[src/rtl/uart_frame_pkg.sv]
// Shared definitions for the UART frame sequencer.
//   SOF_DEFAULT  : default start-of-frame delimiter
//   state_e      : sequencer FSM states
//   ERR_*        : err_code values reported with frame_err
package uart_frame_pkg;

  localparam logic [7:0] SOF_DEFAULT = 8'h7E;

  typedef enum logic [2:0] {
    IDLE,
    LEN,
    PAYLOAD,
    DISPATCH,
    DONE
  } state_e;

  localparam logic [1:0] ERR_LEN_BAD = 2'b01;
  localparam logic [1:0] ERR_TIMEOUT = 2'b10;
  localparam logic [1:0] ERR_OVERRUN = 2'b11;

endpackage

[src/rtl/uart_frame_sequencer_frame_buffer.sv]
// Payload store for one frame: DEPTH x 8 register file.
//   clk_i   : clock
//   we_i    : write enable (synchronous write)
//   waddr_i : write address
//   wdata_i : write data
//   raddr_i : read address (combinational read)
//   rdata_o : read data
// Contents are not reset; the sequencer only reads entries it has written.
module frame_buffer #(
  parameter int unsigned DEPTH = 8,
  parameter int unsigned AW    = (DEPTH > 1) ? $clog2(DEPTH) : 1
) (
  input  logic          clk_i,
  input  logic          we_i,
  input  logic [AW-1:0] waddr_i,
  input  logic [7:0]    wdata_i,
  input  logic [AW-1:0] raddr_i,
  output logic [7:0]    rdata_o
);

  logic [7:0] mem_q [DEPTH];

  always_ff @(posedge clk_i) begin
    if (we_i) mem_q[waddr_i] <= wdata_i;
  end

  assign rdata_o = mem_q[raddr_i];

endmodule

[src/rtl/uart_frame_sequencer.sv]
// Parses SOF/LEN/payload frames from the UART Rx byte strobe, buffers one
// frame and dispatches it to the LED shift register under valid/ready.
//   CLK, reset            : clock, synchronous active-high reset
//   rx_data, rx_valid     : received byte and its one-cycle strobe
//   sr_ready              : shift register accepts a byte
//   sr_data, sr_valid     : byte offered to the shift register
//   frame_done            : pulse after the last payload byte is accepted
//   frame_err, err_code   : error pulse and sticky cause
//   busy                  : sequencer not in IDLE
//   led_last              : last byte of the most recent completed frame
module uart_frame_sequencer
  import uart_frame_pkg::*;
#(
  parameter logic [7:0]  SOF_BYTE       = SOF_DEFAULT,
  parameter int unsigned MAX_LEN        = 8,
  parameter int unsigned TIMEOUT_CYCLES = 34720
) (
  input  logic       CLK,
  input  logic       reset,
  input  logic [7:0] rx_data,
  input  logic       rx_valid,
  input  logic       sr_ready,
  output logic [7:0] sr_data,
  output logic       sr_valid,
  output logic       frame_done,
  output logic       frame_err,
  output logic [1:0] err_code,
  output logic       busy,
  output logic [7:0] led_last
);

  localparam int unsigned IDXW = $clog2(MAX_LEN) + 1;
  localparam int unsigned AW   = (MAX_LEN > 1) ? $clog2(MAX_LEN) : 1;
  localparam int unsigned CW   = $clog2(TIMEOUT_CYCLES);
  localparam logic [7:0]    MAX_LEN_B = MAX_LEN[7:0];
  localparam logic [CW-1:0] TMO_LAST  = CW'(TIMEOUT_CYCLES - 1);

  state_e          state_q, state_d;
  logic [7:0]      len_q, len_d;
  logic [IDXW-1:0] wr_idx_q, wr_idx_d;
  logic [IDXW-1:0] rd_idx_q, rd_idx_d;
  logic [CW-1:0]   cnt_q, cnt_d;
  logic [7:0]      sr_data_q, sr_data_d;
  logic [7:0]      led_last_q, led_last_d;
  logic [1:0]      err_code_q, err_code_d;
  logic            done_q, done_d;
  logic            err_q, err_d;
  logic            err_pend_q, err_pend_d;

  logic            buf_we;
  logic [AW-1:0]   buf_raddr;
  logic [7:0]      buf_rdata;
  logic [IDXW-1:0] last_idx;
  logic            tmo;

  frame_buffer #(
    .DEPTH (MAX_LEN),
    .AW    (AW)
  ) u_buf (
    .clk_i   (CLK),
    .we_i    (buf_we),
    .waddr_i (wr_idx_q[AW-1:0]),
    .wdata_i (rx_data),
    .raddr_i (buf_raddr),
    .rdata_o (buf_rdata)
  );

  assign last_idx = IDXW'(len_q - 8'd1);
  assign tmo      = (cnt_q == TMO_LAST) && !rx_valid;

  // Outside DISPATCH the read port prefetches entry 0 for the first byte;
  // inside DISPATCH it looks one entry ahead of the byte being offered.
  assign buf_raddr = (state_q == DISPATCH) ? AW'(rd_idx_q + 1'b1) : '0;

  always_comb begin
    state_d    = state_q;
    len_d      = len_q;
    wr_idx_d   = wr_idx_q;
    rd_idx_d   = rd_idx_q;
    cnt_d      = '0;
    sr_data_d  = sr_data_q;
    led_last_d = led_last_q;
    err_code_d = err_code_q;
    done_d     = 1'b0;
    err_d      = 1'b0;
    err_pend_d = 1'b0;
    buf_we     = 1'b0;

    // An overrun deferred from the final-accept cycle fires here, one cycle
    // after frame_done, so the two pulses never coincide.
    if (err_pend_q) begin
      err_d      = 1'b1;
      err_code_d = ERR_OVERRUN;
    end

    unique case (state_q)
      IDLE, DONE: begin
        state_d = IDLE;
        if (rx_valid && rx_data == SOF_BYTE) state_d = LEN;
      end

      LEN: begin
        if (rx_valid) begin
          if (rx_data == SOF_BYTE) begin
            state_d = LEN;
          end else if (rx_data == 8'd0 || rx_data > MAX_LEN_B) begin
            err_d      = 1'b1;
            err_code_d = ERR_LEN_BAD;
            state_d    = IDLE;
          end else begin
            len_d    = rx_data;
            wr_idx_d = '0;
            state_d  = PAYLOAD;
          end
        end else if (tmo) begin
          err_d      = 1'b1;
          err_code_d = ERR_TIMEOUT;
          state_d    = IDLE;
        end else begin
          cnt_d = (cnt_q == '1) ? cnt_q : cnt_q + 1'b1;
        end
      end

      PAYLOAD: begin
        if (rx_valid) begin
          buf_we = 1'b1;
          if (wr_idx_q == last_idx) begin
            rd_idx_d  = '0;
            // A one-byte frame is still being written, so bypass the store.
            sr_data_d = (wr_idx_q == '0) ? rx_data : buf_rdata;
            state_d   = DISPATCH;
          end else begin
            wr_idx_d = wr_idx_q + 1'b1;
          end
        end else if (tmo) begin
          err_d      = 1'b1;
          err_code_d = ERR_TIMEOUT;
          state_d    = IDLE;
        end else begin
          cnt_d = (cnt_q == '1) ? cnt_q : cnt_q + 1'b1;
        end
      end

      DISPATCH: begin
        if (sr_ready) begin
          if (rd_idx_q == last_idx) begin
            done_d     = 1'b1;
            led_last_d = sr_data_q;
            state_d    = DONE;
          end else begin
            rd_idx_d  = rd_idx_q + 1'b1;
            sr_data_d = buf_rdata;
          end
        end
        if (rx_valid) begin
          if (sr_ready && rd_idx_q == last_idx) begin
            err_pend_d = 1'b1;
          end else begin
            err_d      = 1'b1;
            err_code_d = ERR_OVERRUN;
          end
        end
      end

      default: state_d = IDLE;
    endcase
  end

  always_ff @(posedge CLK) begin
    if (reset) begin
      state_q    <= IDLE;
      len_q      <= '0;
      wr_idx_q   <= '0;
      rd_idx_q   <= '0;
      cnt_q      <= '0;
      sr_data_q  <= '0;
      led_last_q <= '0;
      err_code_q <= '0;
      done_q     <= 1'b0;
      err_q      <= 1'b0;
      err_pend_q <= 1'b0;
    end else begin
      state_q    <= state_d;
      len_q      <= len_d;
      wr_idx_q   <= wr_idx_d;
      rd_idx_q   <= rd_idx_d;
      cnt_q      <= cnt_d;
      sr_data_q  <= sr_data_d;
      led_last_q <= led_last_d;
      err_code_q <= err_code_d;
      done_q     <= done_d;
      err_q      <= err_d;
      err_pend_q <= err_pend_d;
    end
  end

  assign sr_data    = sr_data_q;
  assign sr_valid   = (state_q == DISPATCH);
  assign frame_done = done_q;
  assign frame_err  = err_q;
  assign err_code   = err_code_q;
  assign busy       = (state_q != IDLE);
  assign led_last   = led_last_q;

endmodule

[config.mk]
export PLATFORM = sky130hd
export DESIGN_NAME = uart_frame_sequencer
export DESIGN_NICKNAME = d
export VERILOG_FILES = /design/src/rtl/uart_frame_pkg.sv /design/src/rtl/uart_frame_sequencer_frame_buffer.sv /design/src/rtl/uart_frame_sequencer.sv
export SDC_FILE = /design/constraint.sdc
export NUM_CORES = 1
export LEC_CHECK = 0
export BUFFER_PORTS_ARGS = -buffer_cell sky130_fd_sc_hd__buf_4
export CAP_MARGIN = 25
export CORE_UTILIZATION = 30
export CTS_BUF_LIST = sky130_fd_sc_hd__clkbuf_8
export DETAILED_ROUTE_END_ITERATION = 16
export PLACE_DENSITY = 0.5
export SKIP_CTS_REPAIR_TIMING = 1
export SLEW_MARGIN = 20
export SYNTH_ARGS = -nofsm -noshare
export SYNTH_HDL_FRONTEND = slang
export SYNTH_SLANG_ARGS = --single-unit
[constraint.sdc]
create_clock -name CLK -period 1.93 [get_ports CLK]
set_clock_uncertainty 0.05 [all_clocks]
set_input_delay 0.386 -clock CLK [delete_from_list [all_inputs] [get_ports CLK]]
set_output_delay 0.386 -clock CLK [all_outputs]
set_load 0.05 [all_outputs]
==> impl_metrics.yaml <==
synthesis:
  synth_area_per_cell_sq_um: 11.5
  syn_area_sq_um: 5420
  yosys_warnings: 0
  synth_seq_area_share_pct: 54.7
  yosysTopAreaCell: "edfxtp_1"
  ys.flop_type: "edfxtp_1"
  netlist_top_cells_area: "edfxtp_1 35%, dfxtp_1 19%, mux2i_1 6.8%, nor2_1 3.2%, nand2b_1 2.2%"
  ys_ff_latch: 116
  syn_nets: 488
  ys_types: 63
  synth-edff-count: 64
  synth_common_cells: "64 x edfxtp_1, 52 x dfxtp_1, 46 x nor2_1"
  synth_most_common_cell: "edfxtp_1"
  netlist.area_leader.share_pct: 35.5
  synthArstFlopShare_pct: 0
  syn_inst: 471
setup_path:
  worstSetupEndpoint: "rd_idx_q[2]"
  crit_cells: 6
  reg2reg_slack_ns: 0.04
  crit_arrival_ns: 2.22
  cp_max_fo: 7
  endpoint_kind: "flop"
  required_ns: 2.26
  critPathMaxStageDelay_ns: 0.35
  crit_slowest_cell: "dfxtp_4"
  path_buf_inv: 1
  path_cells: "buf_4 > nor3_4 > xnor3_2 > a21o_4 > or3b_1 > a31oi_1"
  path_class: "flop to flop"
  r2r_end: "rd_idx_q[2]"
  cp-start-kind: "flop"
  r2r.worst_path.cells: 6
  critPathLaunch: "len_q[0]"
  r2r_start: "len_q[0]"
  crit_family: "simple AND/OR/NAND/NOR gates"
finish:
  num-nets-final: 598
  stdcell_area_sq_um: 7220
  fin_cells: 819
  diodes: 0
  nFillCells: 1630
  fin_util_pct: 41.3
  areaGrowthSynthToFinish_pct: 33.2
  drive_gt1_share_pct: 34.7
detailed_routing:
  ant_nets: 0
  first_pass_iters: 4
  drcViolationCount: 0
  routed_wl_um: 13700
  vias: 4114
  drt_first_iter_violations: 334
  vias_per_cell: 5.02
  wl_per_cell_um: 16.7
run:
  maxCapViolCount: 0
global_route:
  antenna_found_initial: 0
  grt_pass1_vias: 4060
  grt_usage_pct: 15.4
  grt_max_degree: 38
  grt_pass1_wl_um: 21300
  grt.overflow.total: 0
sta:
  fin_ws_ns: 0.0351
  rsz0062_at_grt: "true"
  relSlewSlack_pct: 70.0
  fin_crit_sh_pct: 98.2
  tns_ns: 0
  worst_pin_slew_ns: 0.446
  final_hold_viol_count: 0
  setup_viol: 0
  max_freq_mhz: 528
  fin_crit_ns: 1.89
  slew_violations: 0
floorplan:
  die_x_um: 136
  io_pins: 34
  core_sq_um: 17500
  die_h_um: 136
  dieArea_sq_um: 18600
  start_util_pct: 31.0
  rows: 48
clock_network:
  clk_pin_slew_ns: 0.07
  htreeDepth: 4
  cts_buffers: 17
  cts_root_buf: "clkbuf_8"
  tritoncts: "done"
  clock_latency_ns: 0.44
  clockBufferDepth: 2
  cts_sinks: 116
placement:
  place_congestion: 0.810
  dp.cells: 778
  post-place-ws_ns: -0.110
  io_buffers: 33
  place_area_sq_um: 6470
  dp_hpwl_um: 9340
min_path:
  min_path_cells: 1
  hold_path.class: "primary input to flop"
power:
  ir_drop_mv: 0.420
  power_density_nw_per_um2: 687
  leakage_uw: 0.00259
status:
  status: "completed"
## where the power goes
part / switching, uW / leakage [uW] / internal (uW)
Clock: 1010 / 0.000209 / 1210
Combinational: 82.4 / 0.00138 / 59.7
Sequential: 0.113 / 0.000998 / 2590
Total: 1100 / 0.00259 / 3860
## per-layer routing
| layer | up-vias | global-route usage [%] | share of wire (%) |
|---|---|---|---|
| met5 | - | 0 | 0 |
| met4 | 0 | 6.73 | 2.0 |
| met3 | 19 | 4.33 | 4.5 |
| met2 | 90 | 25.7 | 50 |
| met1 | 1997 | 18.3 | 43 |
| li1 | 2008 | - | - |
## metrics by stage
| step | hold WS (ns) | total power (uW) |
|---|---|---|
| after floorplan | 0.419 | 2700 |
| after global placement | 0.426 | 2790 |
| after detailed placement | 0.433 | 2790 |
| after CTS | 0.130 | 5020 |
| after global routing | 0.136 | 5140 |
| final | 0.154 | 4960 |
## cells in the final DEF (no fill, tap or decap), drive strengths merged, types with 2 or more instances in the layout
master	netlist	final
a221oi	9	9
o31ai	12	12
a21o	9	9
nor4	7	7
ha	5	5
nand2b	19	19
mux2	9	9
nand3b	3	3
mux2i	37	37
or3b	3	3
clkinvlp	0	2
nand2	22	22
xnor2	12	12
nand4b	2	2
nor3b	4	4
or4	3	3
buf	8	112
and3	3	3
inv	9	12
nor2	46	46
clkbuf	14	20
clkinv	0	6
nor3	20	20
edfxtp	64	64
o41ai	2	2
nand4	10	10
xnor3	4	4
o21ai	2	2
xor2	9	9
a31oi	2	2
bufinv	0	2
a211oi	4	4
o221ai	8	8
a21oi	24	24
nand3	12	12
nor2b	2	2
dfxtp	52	52
## cells by family (layout without fill, tap and decap cells)
| group | after synthesis | after routing | share of synthesized area, % |
|---|---|---|---|
| AO/OA/AOI/OAI | 85 | 85 | 11.3 |
| XOR/XNOR | 26 | 26 | 5.50 |
| adder cells (fa/ha/maj) | 5 | 5 | 1.16 |
| buffers and inverters | 31 | 154 | 2.31 |
| flip-flops | 116 | 116 | 54.7 |
| multiplexers | 46 | 46 | 8.71 |
| AND/OR/NAND/NOR | 162 | 162 | 16.3 |
## worst min-delay path by stage
stage,start,endpoint,slack [ns]
after floorplan,cnt_q[1],cnt_q[1],0.42
after CTS,rx_data[0],u_buf.mem_q[3][0],0.13
after global placement,led_last[5],led_last[5],0.43
final,rx_data[0],u_buf.mem_q[1][0],0.15
after global routing,rx_data[0],u_buf.mem_q[2][0],0.14
after detailed placement,led_last[1],led_last[1],0.43
## sequential cells by signal, indices dropped and copies added (netlist names)
register,cells
state_q,3
sr_data,8
frame_err,1
frame_done,1
cnt_q,16
err_pend_q,1
len_q,4
err_code,2
led_last,8
wr_idx_q,4
u_buf.mem_q,64
rd_idx_q,4
## layout make-up
class                   count  area, sq um  share of cell area [%]
well taps                 225          282                    3.90
clock inverters            13          135                    1.87
multi-input cells         324         2540                    35.2
inverters                   9         37.5                   0.520
flip-flops and latches    116         2980                    41.3
repair buffers            113          980                    13.6
clock buffers              19          262                    3.62
Note: power is estimated with default switching activity, not from simulation.
